--- src/rtl/sm_motor_pwm_ramp_driver.sv ---
// Two-motor PWM driver with soft start/stop ramping and a dead-time interlock on reversal.
// Also registers the electromagnet level-shifter drive.
module sm_motor_pwm_ramp_driver #(
  parameter int PWM_BITS  = 8,
  parameter int RAMP_DIV  = 256,
  parameter int RAMP_STEP = 4,
  parameter int DEADTIME  = 512
) (
  input  logic                clk,
  input  logic                rst,
  input  logic [3:0]          direction,
  input  logic [PWM_BITS-1:0] speed,
  input  logic                pickup,
  output logic [3:0]          mc,
  output logic [1:0]          em,
  output logic                busy
);

  localparam int PW = (RAMP_DIV > 1) ? $clog2(RAMP_DIV) : 1;
  localparam int DW = $clog2(DEADTIME + 1);
  localparam logic [PW-1:0]       PRE_LAST  = PW'(RAMP_DIV - 1);
  localparam logic [DW-1:0]       DEAD_LAST = DW'(DEADTIME - 1);
  localparam logic [DW-1:0]       DEAD_FULL = DW'(DEADTIME);
  localparam logic [PWM_BITS-1:0] STEP      = PWM_BITS'(RAMP_STEP);

  localparam logic [1:0] S_IDLE    = 2'd0;
  localparam logic [1:0] S_RUN     = 2'd1;
  localparam logic [1:0] S_RAMP_DN = 2'd2;
  localparam logic [1:0] S_DEAD    = 2'd3;

  localparam logic [1:0] SGN_ZERO = 2'b00;
  localparam logic [1:0] SGN_FWD  = 2'b01;
  localparam logic [1:0] SGN_REV  = 2'b10;

  logic [1:0]          tgtSign  [2];
  logic [PWM_BITS-1:0] tgtSpeed;
  logic [3:0]          decoded;
  logic [PWM_BITS-1:0] cnt;
  logic [PW-1:0]       pre;
  logic                tick;
  logic [1:0]          state    [2];
  logic [1:0]          curSign  [2];
  logic [1:0]          lastSign [2];
  logic [PWM_BITS-1:0] duty     [2];
  logic [DW-1:0]       deadCnt  [2];

  function automatic logic [3:0] decodeDir(input logic [3:0] d);
    case (d)
      4'd1:       return {SGN_FWD,  SGN_FWD};
      4'd2:       return {SGN_FWD,  SGN_ZERO};
      4'd3:       return {SGN_ZERO, SGN_FWD};
      4'd4:       return {SGN_REV,  SGN_REV};
      4'd5:       return {SGN_FWD,  SGN_REV};
      4'd6, 4'd7: return {SGN_REV,  SGN_FWD};
      default:    return {SGN_ZERO, SGN_ZERO};
    endcase
  endfunction

  function automatic logic [PWM_BITS-1:0] rampToward(input logic [PWM_BITS-1:0] cur,
                                                     input logic [PWM_BITS-1:0] tgt);
    if (cur < tgt)      return (tgt - cur <= STEP) ? tgt : cur + STEP;
    else if (cur > tgt) return (cur - tgt <= STEP) ? tgt : cur - STEP;
    else                return cur;
  endfunction

  assign decoded = decodeDir(direction);
  assign tick    = (pre == PRE_LAST);

  always_ff @(posedge clk or posedge rst) begin
    if (rst) begin
      tgtSign[0] <= SGN_ZERO;
      tgtSign[1] <= SGN_ZERO;
      tgtSpeed   <= '0;
      em         <= 2'b00;
      cnt        <= '0;
      pre        <= '0;
    end else begin
      tgtSign[0] <= decoded[3:2];
      tgtSign[1] <= decoded[1:0];
      tgtSpeed   <= speed;
      em         <= pickup ? 2'b10 : 2'b00;
      cnt        <= cnt + 1'b1;
      pre        <= tick ? '0 : pre + 1'b1;
    end
  end

  // An IDLE motor remembers its last direction and keeps counting, so a quick
  // stop-then-reverse still honours the dead time before the opposite leg fires.
  always_ff @(posedge clk or posedge rst) begin
    if (rst) begin
      for (int m = 0; m < 2; m++) begin
        state[m]    <= S_IDLE;
        curSign[m]  <= SGN_ZERO;
        lastSign[m] <= SGN_ZERO;
        duty[m]     <= '0;
        deadCnt[m]  <= '0;
      end
    end else begin
      for (int m = 0; m < 2; m++) begin
        case (state[m])
          S_IDLE: begin
            duty[m] <= '0;
            if (tgtSign[m] != SGN_ZERO) begin
              if (lastSign[m] == SGN_ZERO || tgtSign[m] == lastSign[m] || deadCnt[m] == DEAD_FULL) begin
                state[m]   <= S_RUN;
                curSign[m] <= tgtSign[m];
              end else begin
                state[m]   <= S_DEAD;
                deadCnt[m] <= '0;
              end
            end else if (deadCnt[m] != DEAD_FULL) begin
              deadCnt[m] <= deadCnt[m] + 1'b1;
            end
          end
          S_RUN: begin
            if (tgtSign[m] != curSign[m]) state[m] <= S_RAMP_DN;
            else if (tick)                duty[m]  <= rampToward(duty[m], tgtSpeed);
          end
          S_RAMP_DN: begin
            if (tgtSign[m] == curSign[m]) begin
              state[m] <= S_RUN;
            end else if (duty[m] == '0) begin
              curSign[m] <= SGN_ZERO;
              deadCnt[m] <= '0;
              if (tgtSign[m] == SGN_ZERO) begin
                state[m]    <= S_IDLE;
                lastSign[m] <= curSign[m];
              end else begin
                state[m]    <= S_DEAD;
                lastSign[m] <= SGN_ZERO;
              end
            end else if (tick) begin
              duty[m] <= rampToward(duty[m], '0);
            end
          end
          default: begin
            if (deadCnt[m] == DEAD_LAST) begin
              deadCnt[m]  <= '0;
              lastSign[m] <= SGN_ZERO;
              if (tgtSign[m] != SGN_ZERO) begin
                state[m]   <= S_RUN;
                curSign[m] <= tgtSign[m];
              end else begin
                state[m]   <= S_IDLE;
              end
            end else begin
              deadCnt[m] <= deadCnt[m] + 1'b1;
            end
          end
        endcase
      end
    end
  end

  always_ff @(posedge clk or posedge rst) begin
    if (rst) begin
      mc <= 4'b0000;
    end else begin
      mc[3] <= (curSign[0] == SGN_FWD) && (cnt < duty[0]);
      mc[2] <= (curSign[0] == SGN_REV) && (cnt < duty[0]);
      mc[1] <= (curSign[1] == SGN_FWD) && (cnt < duty[1]);
      mc[0] <= (curSign[1] == SGN_REV) && (cnt < duty[1]);
    end
  end

  always_comb begin
    busy = 1'b0;
    for (int m = 0; m < 2; m++) begin
      if (state[m] == S_RAMP_DN || state[m] == S_DEAD) busy = 1'b1;
      else if (state[m] == S_RUN && duty[m] != ((tgtSign[m] != SGN_ZERO) ? tgtSpeed : '0)) busy = 1'b1;
    end
  end

endmodule

--- config.mk ---
export PLATFORM = sky130hd
export DESIGN_NAME = sm_motor_pwm_ramp_driver
export DESIGN_NICKNAME = d
export VERILOG_FILES = /design/src/rtl/sm_motor_pwm_ramp_driver.sv
export SDC_FILE = /design/constraint.sdc
export NUM_CORES = 1
export LEC_CHECK = 0
export CELL_PAD_IN_SITES_DETAIL_PLACEMENT = 1
export CELL_PAD_IN_SITES_GLOBAL_PLACEMENT = 1
export CORE_MARGIN = 4
export CORE_UTILIZATION = 52
export DETAILED_ROUTE_END_ITERATION = 10
export PLACE_DENSITY = 0.89
export SLEW_MARGIN = 20
export SYNTH_ARGS = -nofsm -noshare
export SYNTH_HDL_FRONTEND = slang
export SYNTH_SLANG_ARGS = --single-unit
--- constraint.sdc ---
create_clock -name clk -period 4.28 [get_ports clk]
set_input_delay 0.856 -clock clk [delete_from_list [all_inputs] [get_ports clk]]
set_output_delay 0.856 -clock clk [all_outputs]
set_load 0.05 [all_outputs]
### Yosys cells after proc, flatten, opt, wreduce, memory -nomap -nowiden

Cells that the tools add are included.

| cells by class | value |
|---|---|
| $add $sub $neg | 14 |
| multipliers | 0 |
| div/mod/pow operators | 0 |
| magnitude comparators | 18 |
| eq/ne operators | 61 |
| shifts and indexed selects | 0 |
| multiplexer cells | 93 |
| bitwise gates (word level) | 4 |
| reductions and logical operators | 44 |

Operator list:

| cell | number |
|---|---|
| $mux 8 | 29 |
| $mux 10 | 12 |
| $mux 2 | 35 |
| $le 8x3->1 const B | 8 |
| $pmux 10 s3 | 2 |
| $pmux 8 s3 | 2 |
| $ne 2x2->1 const B | 18 |
| $lt 8x8->1 | 4 |
| $sub 8x8->8 | 4 |
| $ne 3x3->1 const B | 10 |
| $pmux 2 s3 | 4 |
| $pmux 4 s6 | 1 |
| $add 10x1->10 const B | 2 |
| $eq 10x10->1 const B | 2 |
| $eq 10x9->1 const B | 2 |
| $ne 10x10->1 const B | 2 |
| $add 8x1->8 const B | 2 |
| $add 8x3->8 const B | 2 |
| $eq 4x3->1 const B | 4 |
| $gt 8x1->1 const B | 2 |
| $gt 8x8->1 | 2 |
| $logic_not 8->1 | 2 |
| $lt 8x1->1 const B | 2 |
| $ne 8x8->1 | 2 |
| 24 further kinds | 79 |

| storage, ports and cells | value |
|---|---|
| flip-flop bits (word level) | 82 |
| latch bits | 0 |
| RAM bits | 0 |
| memory bits (read-only) | 0 |
| input bits | 15 |
| output and inout port bits | 7 |
| word-level logic and storage cells | 251 |
| memories kept | 0 |

### Logic depth before layout (Yosys ltp)

Gate-level depths: netlist of the first run.

| depth | value |
|---|---|
| word-level depth | 8 |
| depth in mapped cells | 12 |
| depth with buffers taken out | 10 |

### Least setup slack after synthesis of the first run

OpenSTA, ideal clock, no wires.

| timing path | value |
|---|---|
| kind | flip-flop to flip-flop |
| start | register tgtSpeed[3] |
| end | register duty[12] (netlist bit) |
| setup time | 0.078 ns |
| arrival | 2.770 ns |
| required time | 4.202 ns |
| setup slack | 1.432 ns |
| cell stages (with the launch flop) | 12 |
| path buffers | 1 |
| clock period less this slack | 2.848 ns |
| cells stage by stage | dfrtp_1 -> inv_1 -> ha_1 -> buf_6 -> a211oi_2 -> nor2_1 -> or3_4 -> a221oi_4 -> nand3_1 -> a32o_1 -> a211o_1 -> a21oi_1 |

| between the ends | value |
|---|---|
| longest elaborated chain between the ends | 8 |
| elaborated cells between the ends (all ways) | 15 |
| classes of those cells | add/sub (2); order compare (4); eq/ne (1); mux (7); reduce/logical (1) |

RTL lines:

| what | line | text |
|---|---|---|
| start: declaration | 36 | `logic [PWM_BITS-1:0] tgtSpeed;` |
| start signal: assignment | 80 | `tgtSpeed <= speed;` |
| $sub 8x8->8 | 62 | `else if (cur > tgt) return (cur - tgt <= STEP) ? tgt : cur - STEP;` |
| $le 8x3->1 | 62 |  |
| $mux 8 (2 in series) | 62 |  |
| $mux 8 | 61 | `if (cur < tgt) return (tgt - cur <= STEP) ? tgt : cur + STEP;` |
| $mux 8 | 117 | `else if (tick) duty[m] <= rampToward(duty[m], tgtSpeed);` |
| $mux 8 | 116 | `if (tgtSign[m] != curSign[m]) state[m] <= S_RAMP_DN;` |
| $pmux 8 s3 | 100 | `case (state[m])` |
| end signal: indexed assignment | 117 |  |
| end signal: indexed assignment | 133 | `duty[m] <= rampToward(duty[m], '0);` |
| end: declaration | 44 | `logic [PWM_BITS-1:0] duty [2];` |

Parallel ways exist; a longest one is shown, timed or not. The select of a mux whose other input is x is not followed.
A chain may end at the register's enable or synchronous reset.

### Worst setup path in the final report of the first run

| timing path | value |
|---|---|
| start | register tgtSpeed[2] |
| end | output busy |

| between the ends | value |
|---|---|
| longest elaborated chain between the ends | 7 |
| elaborated cells between the ends (all ways) | 10 |
| classes of those cells | eq/ne (2); mux (6); reduce/logical (2) |

RTL lines:

| what | line | text |
|---|---|---|
| $mux 8 | 170 | `else if (state[m] == S_RUN && duty[m] != ((tgtSign[m] != SGN_ZERO) ? tgtSpeed : '0)) busy = 1'b1;` |
| $ne 8x8->1 | 170 |  |
| $logic_and 1x1->1 | 170 |  |
| $mux 1 | 170 |  |
| $mux 1 | 169 | `if (state[m] == S_RAMP_DN \|\| state[m] == S_DEAD) busy = 1'b1;` |
| $mux 1 (*) | 170 |  |
| $mux 1 (*) | 169 |  |
| end: declaration | 16 | `output logic busy` |

Mark *: on every way between the ends. The rest lies on a longest branch, timed or not.

==> results of run 1 <==
power groups by stage:
stage          registers, W  clock network, W  logic, W
2_1_floorplan       0.00103                 0   0.00198
3_3_place_gp        0.00111                 0   0.00242
3_5_place_dp        0.00113                 0   0.00255
4_1_cts             0.00112          0.000807   0.00261
5_1_grt             0.00114          0.000843   0.00291
6_report            0.00113          0.000793   0.00265
logic make-up (layout without fill, tap and decap cells):
kind of cell / Yosys count / in the layout / synth area share
flip-flops: 81 / 81 / 0.294
other: 1 / 1 / 0.000543
buffers and inverters: 82 / 88 / 0.0480
adder cells (fa/ha/maj): 66 / 66 / 0.120
AND/OR/NAND/NOR: 295 / 295 / 0.221
AO/OA/AOI/OAI: 262 / 262 / 0.255
multiplexers: 13 / 13 / 0.0199
XOR/XNOR: 33 / 33 / 0.0419
registers in the layout, indices dropped and copies added, names as in the netlist:
signal	cells
deadCnt	20
duty	16
cnt	8
pre	8
tgtSpeed	8
curSign	4
lastSign	4
mc	4
state	4
tgtSign	4
em	1
through the flow:
stage	cells	instance area, µm²	utilization
6_report	1011	7500	0.585
5_1_grt	1011	7500	0.585
4_1_cts	1011	7500	0.585
3_5_place_dp	996	7210	0.562
3_3_place_gp	996	7210	0.562
2_1_floorplan	833	6900	-
worst register-to-register path: stages, from the launching register on:
cell	delay [ns]
dfrtp_1	0.56
clkinv_1	0.38
ha_1	0.55
a21oi_1	0.28
a21oi_1	0.17
or4_1	0.43
a22oi_1	0.29
nand3_1	0.22
o21ai_0	0.48
and2_1	0.27
a22o_1	0.15
layout make-up:
class | count | area [µm²]
Multi-Input combinational cell | 670 | 4540
Tap cell | 172 | 215
Clock buffer | 9 | 225
Timing Repair Buffer | 23 | 235
Fill cell | 1593 | 5320
Sequential cell | 81 | 2030
Clock inverter | 6 | 67.6
Inverter | 50 | 189
cell usage in the layout, fill, tap and decap left out, types with 4 or more instances in the layout:
cell and count:
dfrtp_1 81, o21ai_0 77, nor2_1 70, ha_1 66, nand2_1 53, a21oi_1 52
inv_1 47, nand3_1 35, nor3_1 26, clkdlybuf4s50_1 20, xnor2_1 18, and3_1 18
nand2b_1 17, xor2_1 15, a21o_1 15, nand4_1 14, o31ai_1 12, a31oi_1 11
nor2b_1 11, clkbuf_16 9, nor4_1 8, a41oi_1 8, mux2i_1 7, o211ai_1 7
or3_1 7, a22o_1 6, or4_1 6, nor3b_1 6, a211oi_1 6, mux2_2 6
o32ai_1 6, and2_1 5, a211o_1 5, o21a_1 5, nand3b_1 5, o221ai_1 5
or2_2 4, o21bai_1 4
final timing paths:
kind,endpoint
min,deadCnt[9]
max,busy
max reg2reg,duty[9]
max in group asynchronous,duty[3]
min reg2reg,deadCnt[9]
min in group asynchronous,duty[12]
routing by layer:
layer,up-vias,global-route usage,wire length [µm],part of all wire
met5,-,0,0,0
met4,0,0.113,695,0.031
met3,61,0.0517,973,0.044
met2,219,0.521,11000,0.50
met1,3384,0.380,9430,0.43
li1,3075,-,-,-
==> run summary, run 1 <==
status -> finished clean
core area -> 12800 µm²
largest net degree at the start of global routing -> 47
Die H -> 123 µm
Core Rows -> 41
width of the die -> 123 µm
R2R Setup Slk -> 0.43 ns
most frequent cell after synthesis -> dfrtp_1
first-pass GRT wire length -> 36200 µm
clk_lat worst skew -> 0.35 ns
Worst path depth -> 8
max cap viols -> 0
final routed DRC violation total -> 0
synthesis-to-layout area growth -> 8.70%
worst setup margin -> 0.335 ns
crit path cell chain -> clkinv_1, nor3_1, a41oi_1, o32ai_1, nand4_1, a21oi_1, nand3_1, clkdlybuf4s50_1
sequential-to-total area share from yosys stat -> 0.294
Clock Pin Slew Worst Setup and Hold Paths -> 0.06 ns
max-slew violations -> 0
Net Sw Frac -> 0.500
Flop pwr share -> 0.247
Rel. slew slack -> 0.433
# setup viols final -> 0
Worst-Margin Slew -> 0.827 ns
min-delay src -> deadCnt[9]
Netlist cell types -> 80
RSZ-0062 raised after global routing -> false
hold depth -> 1
vias in the first global route -> 7016
Vias/cell -> 6.67
Netlist Area Pre-Place -> 6900 µm²
crit end category -> output port
Syn Area/Cell -> 8.28 µm²
startpoint types -> flop
Post-synth ARST share -> 1.00
Crit path max-delay family -> buffers and inverters
hold crit path type -> flop to flop
Clk pwr share -> 0.174
via count -> 6739
Post-Syn Instances -> 833
clk buf depth -> 2
Worst R2R Path Depth -> 10
TritonRoute pass-1 iters -> 5
post-synth top area cell -> dfrtp_1
Buf/Inv on CP -> 2
Ports -> 22
P_int -> 0.00228 W
Max stage delay on crit path -> 0.73 ns
Detail Route Antenna Nets -> 0
GR Overflow Total -> 0
worst hold slack -> 0.489 ns
crit path max fanout -> 9
Placer Congestion -> 0.921
Pwr Density -> 609 nW/µm²
GRT Util Overall -> 0.302
Power, Total -> 0.00456 W
synth warn -> 0
antenna violations before repair -> 0
number of synthesized flops with an enable pin -> 0
clock buffer count from CTS -> 9
Layout Skew -> 0.0121 ns
Logic pwr share -> 0.580
Pleak -> 3.22 nW
register bit total from synthesis -> 81
ranking of synthesized cells by area -> dfrtp_1 (29%), ha_1 (12%), o21ai_0 (5.6%)
Setup CP Type -> flop to output port
worst slack at placement -> 0.663 ns
Critical Path Source -> tgtSpeed[2]
peak supply drop -> 0.430 mV
required time worst endpoint -> 3.42 ns
WL/cell -> 21.8 µm
Top FF cell, synth -> dfrtp_1
CTS tree -> built
PortBufs -> 20
die area -> 15200 µm²
DRT iter0 DRCs -> 429
Synth top area share -> 0.294
fin crit share -> 0.922
critical path arrival -> 3.09 ns
Final TNS setup -> 0 ns
CTS Root Buffer Type -> clkbuf_16
Max Clk Rate -> 0.253 GHz
nets@finish -> 916
P_sw -> 0.00228 W
DP HPWL -> 16100 µm
Critical Path Slowest Stage Cell -> clkdlybuf4s50_1
share of layout cells above drive strength 1 -> 0.0513
syn_nets -> 914
number of H-tree levels -> 3
worst r2r src -> tgtSpeed[2]
top cells by count, synth -> dfrtp_1 (81), o21ai_0 (77), nor2_1 (70)
CTS Hold Bufs -> 0
Final Hold Fails -> 0
Post-Route WL -> 22100 µm
post-cts resize count -> 0
Initial Util -> 0.538
CTS sink cnt -> 81
fin crit period -> 3.95 ns
final antenna diode count -> 0
Setup Fix Bufs, Post-CTS -> 0
(Power assumes the default switching activity.)
==> run 2: changes to the inputs <==
Settings changed: PLACE_DENSITY 0.89 to 0.95.
==> run 2 against run 1 <==
Clock skew increased by 0.0010 ns. First-iteration DRC count increased by 28%. Total power increased by 4.0%. Maximum frequency decreased by 0.29%. Largest cell class unchanged.
==> run summary, run 2 (synthesis results as in run 1) <==
vias in the first global route -> 7440 (+6.0%)
startpoint types -> flop
R2R Setup Slk -> 0.53 ns (+0.10 ns)
TritonRoute pass-1 iters -> 5 (unchanged)
critical path arrival -> 3.10 ns (about the same)
final routed DRC violation total -> 0 (unchanged)
Clk pwr share -> 0.180 (+0.006)
nets@finish -> 917 (+0.11%)
Detail Route Antenna Nets -> 0 (unchanged)
# setup viols final -> 0 (unchanged)
Pwr Density -> 632 nW/µm² (+3.8%)
clock buffer count from CTS -> 9 (unchanged)
fin crit share -> 0.924 (+0.00266)
CTS sink cnt -> 81 (unchanged)
Layout Skew -> 0.0131 ns (+0.00103 ns)
Die H -> 123 µm (unchanged)
Vias/cell -> 6.90 (+3.5%)
Pleak -> 3.23 nW (+0.37%)
DP HPWL -> 16700 µm (+3.6%)
Final Hold Fails -> 0 (unchanged)
status -> finished clean
R2R Path End -> duty[14]
max cap viols -> 0 (unchanged)
width of the die -> 123 µm (unchanged)
P_int -> 0.00230 W (+0.64%)
Core Rows -> 41 (unchanged)
P_sw -> 0.00245 W (+7.4%)
fin crit period -> 3.96 ns (+0.0114 ns)
post-cts resize count -> 0 (unchanged)
antenna violations before repair -> 0 (unchanged)
Net Sw Frac -> 0.517 (+0.0162)
max-slew violations -> 0 (unchanged)
Worst-Margin Slew -> 0.938 ns (+0.111 ns)
CTS Hold Bufs -> 0 (unchanged)
number of H-tree levels -> 3 (unchanged)
clk_lat worst skew -> 0.36 ns (about the same)
Worst R2R Path Depth -> 10 (unchanged)
WL met3 -> 1610 µm (+65%)
Power, Total -> 0.00475 W (+4.0%)
Setup Fix Bufs, Post-CTS -> 0 (unchanged)
hold crit path type -> flop to flop
Max Clk Rate -> 0.253 GHz (-0.29%)
Hold EP -> deadCnt[9]
min-delay src -> deadCnt[9]
Largest Register -> deadCnt
Metal-1 WL -> 9680 µm (+2.6%)
met2 routed WL -> 11800 µm (+7.7%)
Ports -> 22 (unchanged)
RSZ-0062 raised after global routing -> false
final antenna diode count -> 0 (unchanged)
Final TNS setup -> 0 ns (unchanged)
Setup CP Type -> flop to output port
Post-Route WL -> 24000 µm (+8.8%)
CTS tree -> built
synthesis-to-layout area growth -> 8.90%
worst r2r src -> tgtSpeed[2]
peak supply drop -> 0.453 mV (+5.3%)
core area -> 12800 µm² (unchanged)
via count -> 6990 (+3.7%)
Flop pwr share -> 0.239 (-0.008)
Placer Congestion -> 0.968 (+5.1%)
biggest regs -> deadCnt: 20 flops, duty: 16 flops
share of layout cells above drive strength 1 -> 0.0535 (+0.00226)
GR Overflow Total -> 0 (unchanged)
PortBufs -> 20 (unchanged)
crit path max fanout -> 12 (+3)
Initial Util -> 0.538 (unchanged)
max reg flops -> 20 (unchanged)
Clock Pin Slew Worst Setup and Hold Paths -> 0.08 ns (+0.02 ns)
commonest non-fill, non-tap cells in the layout -> dfrtp_1 (81), o21ai_0 (77), nor2_1 (70)
Final Util -> 0.586 (+0.00107)
largest net degree at the start of global routing -> 46 (-2.1%)
required time worst endpoint -> 3.42 ns (about the same)
DRT iter0 DRCs -> 550 (+28%)
hold depth -> 1 (unchanged)
die area -> 15200 µm² (unchanged)
Max Used Layer -> met4
Rel. slew slack -> 0.357 (-0.0758)
crit end category -> output port
clk buf depth -> 2 (unchanged)
GRT Util Overall -> 0.327 (+0.0247)
WL/cell -> 23.7 µm (+8.6%)
Logic pwr share -> 0.581 (about the same)
commonest non-fill, non-tap cell in the layout -> dfrtp_1
first-pass GRT wire length -> 39100 µm (+8.1%)
CTS Root Buffer Type -> clkbuf_16
==> run 2: changes by cell type in the layout (fill, tap and decap cells not counted), sizes merged <==
cell      change
inv           +1
clkinvlp      -1
buf           +1
clkinv        +1
==> run 2: routing by layer <==
layer,vias up,global-route usage
met3,85,0.0590
met4,0,0.147
met1,3490,0.405
met2,341,0.556
li1,3074,-
met5,-,0
==> run 2: final cells by class <==
cell class	count	area, µm²
Clock buffer	9	225
Clock inverter	7	86.3
Fill cell	1537	5310
Inverter	50	189
Multi-Input combinational cell	670	4540
Sequential cell	81	2030
Tap cell	172	215
Timing Repair Buffer	24	230
==> run 2: worst max-delay path by stage <==
stage	start	endpoint	slack, ns	cells after the start
after floorplan	rst	cnt[0]	1.34	1
after global placement	tgtSpeed[2]	duty[8]	0.82	10
after detailed placement	tgtSpeed[2]	duty[13]	0.71	10
after CTS	duty[12]	busy	0.42	8
after global routing	tgtSign[2]	busy	0.24	7
final	duty[12]	busy	0.32	8
==> run 2: power groups by stage <==
stage,combinational [W],clock (W),sequential (W)
after floorplan,0.00198,0,0.00103
after global placement,0.00242,0,0.00111
after detailed placement,0.00260,0,0.00113
after CTS,0.00268,0.000854,0.00112
after global routing,0.00297,0.000878,0.00115
final,0.00276,0.000853,0.00114
==> run 2: worst max-delay path, cell delays in order, from the launching register on <==
cell,delay (ns)
dfrtp_1,0.62
inv_1,0.25
nor3_1,0.32
a41oi_1,0.08
o21ai_0,0.18
a41oi_1,0.17
a21oi_1,0.23
nand3_1,0.15
clkdlybuf4s50_1,0.73
==> run 2: stage by stage <==
step                      cell area [µm²]  hold slack (ns)  worst slack (ns)  instances
after floorplan                      6900            0.445              1.34        833
after global placement               7200            0.461             0.819        997
after detailed placement             7200            0.484             0.706        997
after CTS                            7510            0.494             0.419       1013
after global routing                 7510            0.519             0.240       1013
final                                7510            0.496             0.323       1013
==> run 3: changes to the inputs <==
Settings changed: RECOVER_POWER set to 50, SKIP_CTS_REPAIR_TIMING set to 1.
==> run 3 against run 2 <==
The flow now finishes with violations (capacitance limit, slew limit). Setup slack improved by 0.0094 ns. Routed wire length decreased by 0.15%. Total power decreased by 0.21%. Via count decreased by 0.21%. Design area decreased by 0.20%. Global-route usage unchanged. Clock skew about the same. Critical endpoint unchanged. Highest routed layer unchanged.
==> run summary, run 3 (synthesis results as in run 1) <==
max cap viols -> 2 (+2)
Setup CP Type -> flop to output port
WL/cell -> 23.7 µm (-0.15%)
largest net degree at the start of global routing -> 46 (unchanged)
FILL cells -> 1540 (+0.20%)
fin crit share -> 0.922 (-0.00221)
Layout Skew -> 0.0131 ns (-0.0000583 ns)
max-slew violations -> 54 (+54)
required time worst endpoint -> 3.42 ns (about the same)
Final TNS setup -> 0 ns (unchanged)
Worst-Margin Slew -> 2.20 ns (+1.27 ns)
Core Rows -> 41 (unchanged)
PortBufs -> 20 (unchanged)
TritonRoute pass-1 iters -> 4 (-1)
hold crit path type -> flop to flop
status -> finished, violations left
via count -> 6975 (-0.21%)
Initial Util -> 0.538 (unchanged)
Critical Path Source -> duty[12]
failing checks -> capacitance limit, slew limit
RSZ-0062 raised after global routing -> false
peak supply drop -> 0.453 mV (+0.17%)
first-pass GRT wire length -> 39100 µm (unchanged)
Largest Register -> deadCnt
final antenna diode count -> 0 (unchanged)
critical path arrival -> 3.09 ns (about the same)
crit end category -> output port
GR Overflow Total -> 0 (unchanged)
clk buf depth -> 2 (unchanged)
biggest regs -> deadCnt: 20 flops, duty: 16 flops
fin cells -> 1013 (unchanged)
commonest non-fill, non-tap cell in the layout -> dfrtp_1
CTS tree -> built
Pleak -> 3.21 nW (-0.65%)
clock buffer count from CTS -> 9 (unchanged)
Ports -> 22 (unchanged)
Vias/cell -> 6.89 (-0.21%)
max reg flops -> 20 (unchanged)
worst r2r src -> pre[0]
Power, Total -> 0.00474 W (-0.21%)
share of layout cells above drive strength 1 -> 0.0511 (-0.00238)
Die H -> 123 µm (unchanged)
DP HPWL -> 16700 µm (unchanged)
final routed DRC violation total -> 0 (unchanged)
DP Cell Count -> 997 (unchanged)
synthesis-to-layout area growth -> 8.69%
GRT Util Overall -> 0.327 (unchanged)
clk_lat worst skew -> 0.36 ns (about the same)
Pwr Density -> 632 nW/µm² (about the same)
DRT iter0 DRCs -> 478 (-13%)
number of H-tree levels -> 3 (unchanged)
Post-Route WL -> 24000 µm (-0.15%)
nets@finish -> 917 (unchanged)
die area -> 15200 µm² (unchanged)
Max Clk Rate -> 0.253 GHz (+0.24%)
# setup viols final -> 0 (unchanged)
width of the die -> 123 µm (unchanged)
antenna violations before repair -> 0 (unchanged)
Placer Congestion -> 0.968 (unchanged)
core area -> 12800 µm² (unchanged)
Final Hold Fails -> 0 (unchanged)
vias in the first global route -> 7440 (unchanged)
CTS Root Buffer Type -> clkbuf_16
commonest non-fill, non-tap cells in the layout -> dfrtp_1 (81), o21ai_0 (77), nor2_1 (70)
crit path max fanout -> 12 (unchanged)
fin crit period -> 3.95 ns (-0.00944 ns)
Clock Pin Slew Worst Setup and Hold Paths -> 0.08 ns (about the same)
Detail Route Antenna Nets -> 0 (unchanged)
min-delay src -> deadCnt[9]
CTS sink cnt -> 81 (unchanged)
startpoint types -> flop
Rel. slew slack -> -0.478 (-0.835)
-- run 3: path summary, 6_finish.rpt --
| path | endpoint | slack [ns] | cells after the start |
|---|---|---|---|
| worst min-delay path | deadCnt[9] | 0.50 | 1 |
| worst max register to register | duty[11] | 0.37 | 8 |
| worst max-delay path | busy | 0.33 | 8 |
| worst min register to register | deadCnt[9] | 0.50 | 1 |
| max in group asynchronous | deadCnt[12] | 1.35 | 3 |
| min in group asynchronous | mc[2] | 1.54 | 2 |
-- run 3: power breakdown --
| part | switching (W) | internal, W | leakage [nW] |
|---|---|---|---|
| clock network | 0.000384 | 0.000465 | 0.150 |
| registers | 0.000249 | 0.000887 | 1.06 |
| logic | 0.00181 | 0.000940 | 2.00 |
-- run 3: area by class of cell --
class | instances | area [µm²] | share of cell area
clock inverters | 7 | 86.3 | 0.0115
clock buffers | 9 | 225 | 0.0300
inverters | 50 | 189 | 0.0252
flip-flops and latches | 81 | 2030 | 0.270
repair buffers | 24 | 226 | 0.0302
multi-input cells | 670 | 4530 | 0.604
well taps | 172 | 215 | 0.0287
-- run 3: through the flow --
stage / hold WS [ns] / setup WS (ns) / utilization / instance area (µm²)
detailed placement: 0.484 / 0.706 / 0.562 / 7200
global route: 0.519 / 0.240 / 0.585 / 7500
global placement: 0.461 / 0.819 / 0.562 / 7200
floorplan: 0.445 / 1.34 / - / 6900
finish: 0.496 / 0.333 / 0.585 / 7500
CTS: 0.494 / 0.419 / 0.586 / 7510
-- run 3: routing by layer --
metal  vias to the layer above  share of wire  global-route usage
li1                       3076              -                   -
met1                      3486           0.41               0.405
met2                       325           0.49               0.556
met3                        88          0.058              0.0590
met4                         0          0.038               0.147
met5                         -              0                   0
-- run 3: critical path, stage by stage (launching register included) --
cell             delay, ns
dfrtp_1               0.62
inv_1                 0.25
nor3_1                0.32
a41oi_1               0.08
o21ai_0               0.18
a41oi_1               0.17
a21oi_1               0.22
nand3_1               0.15
clkdlybuf4s50_1       0.73
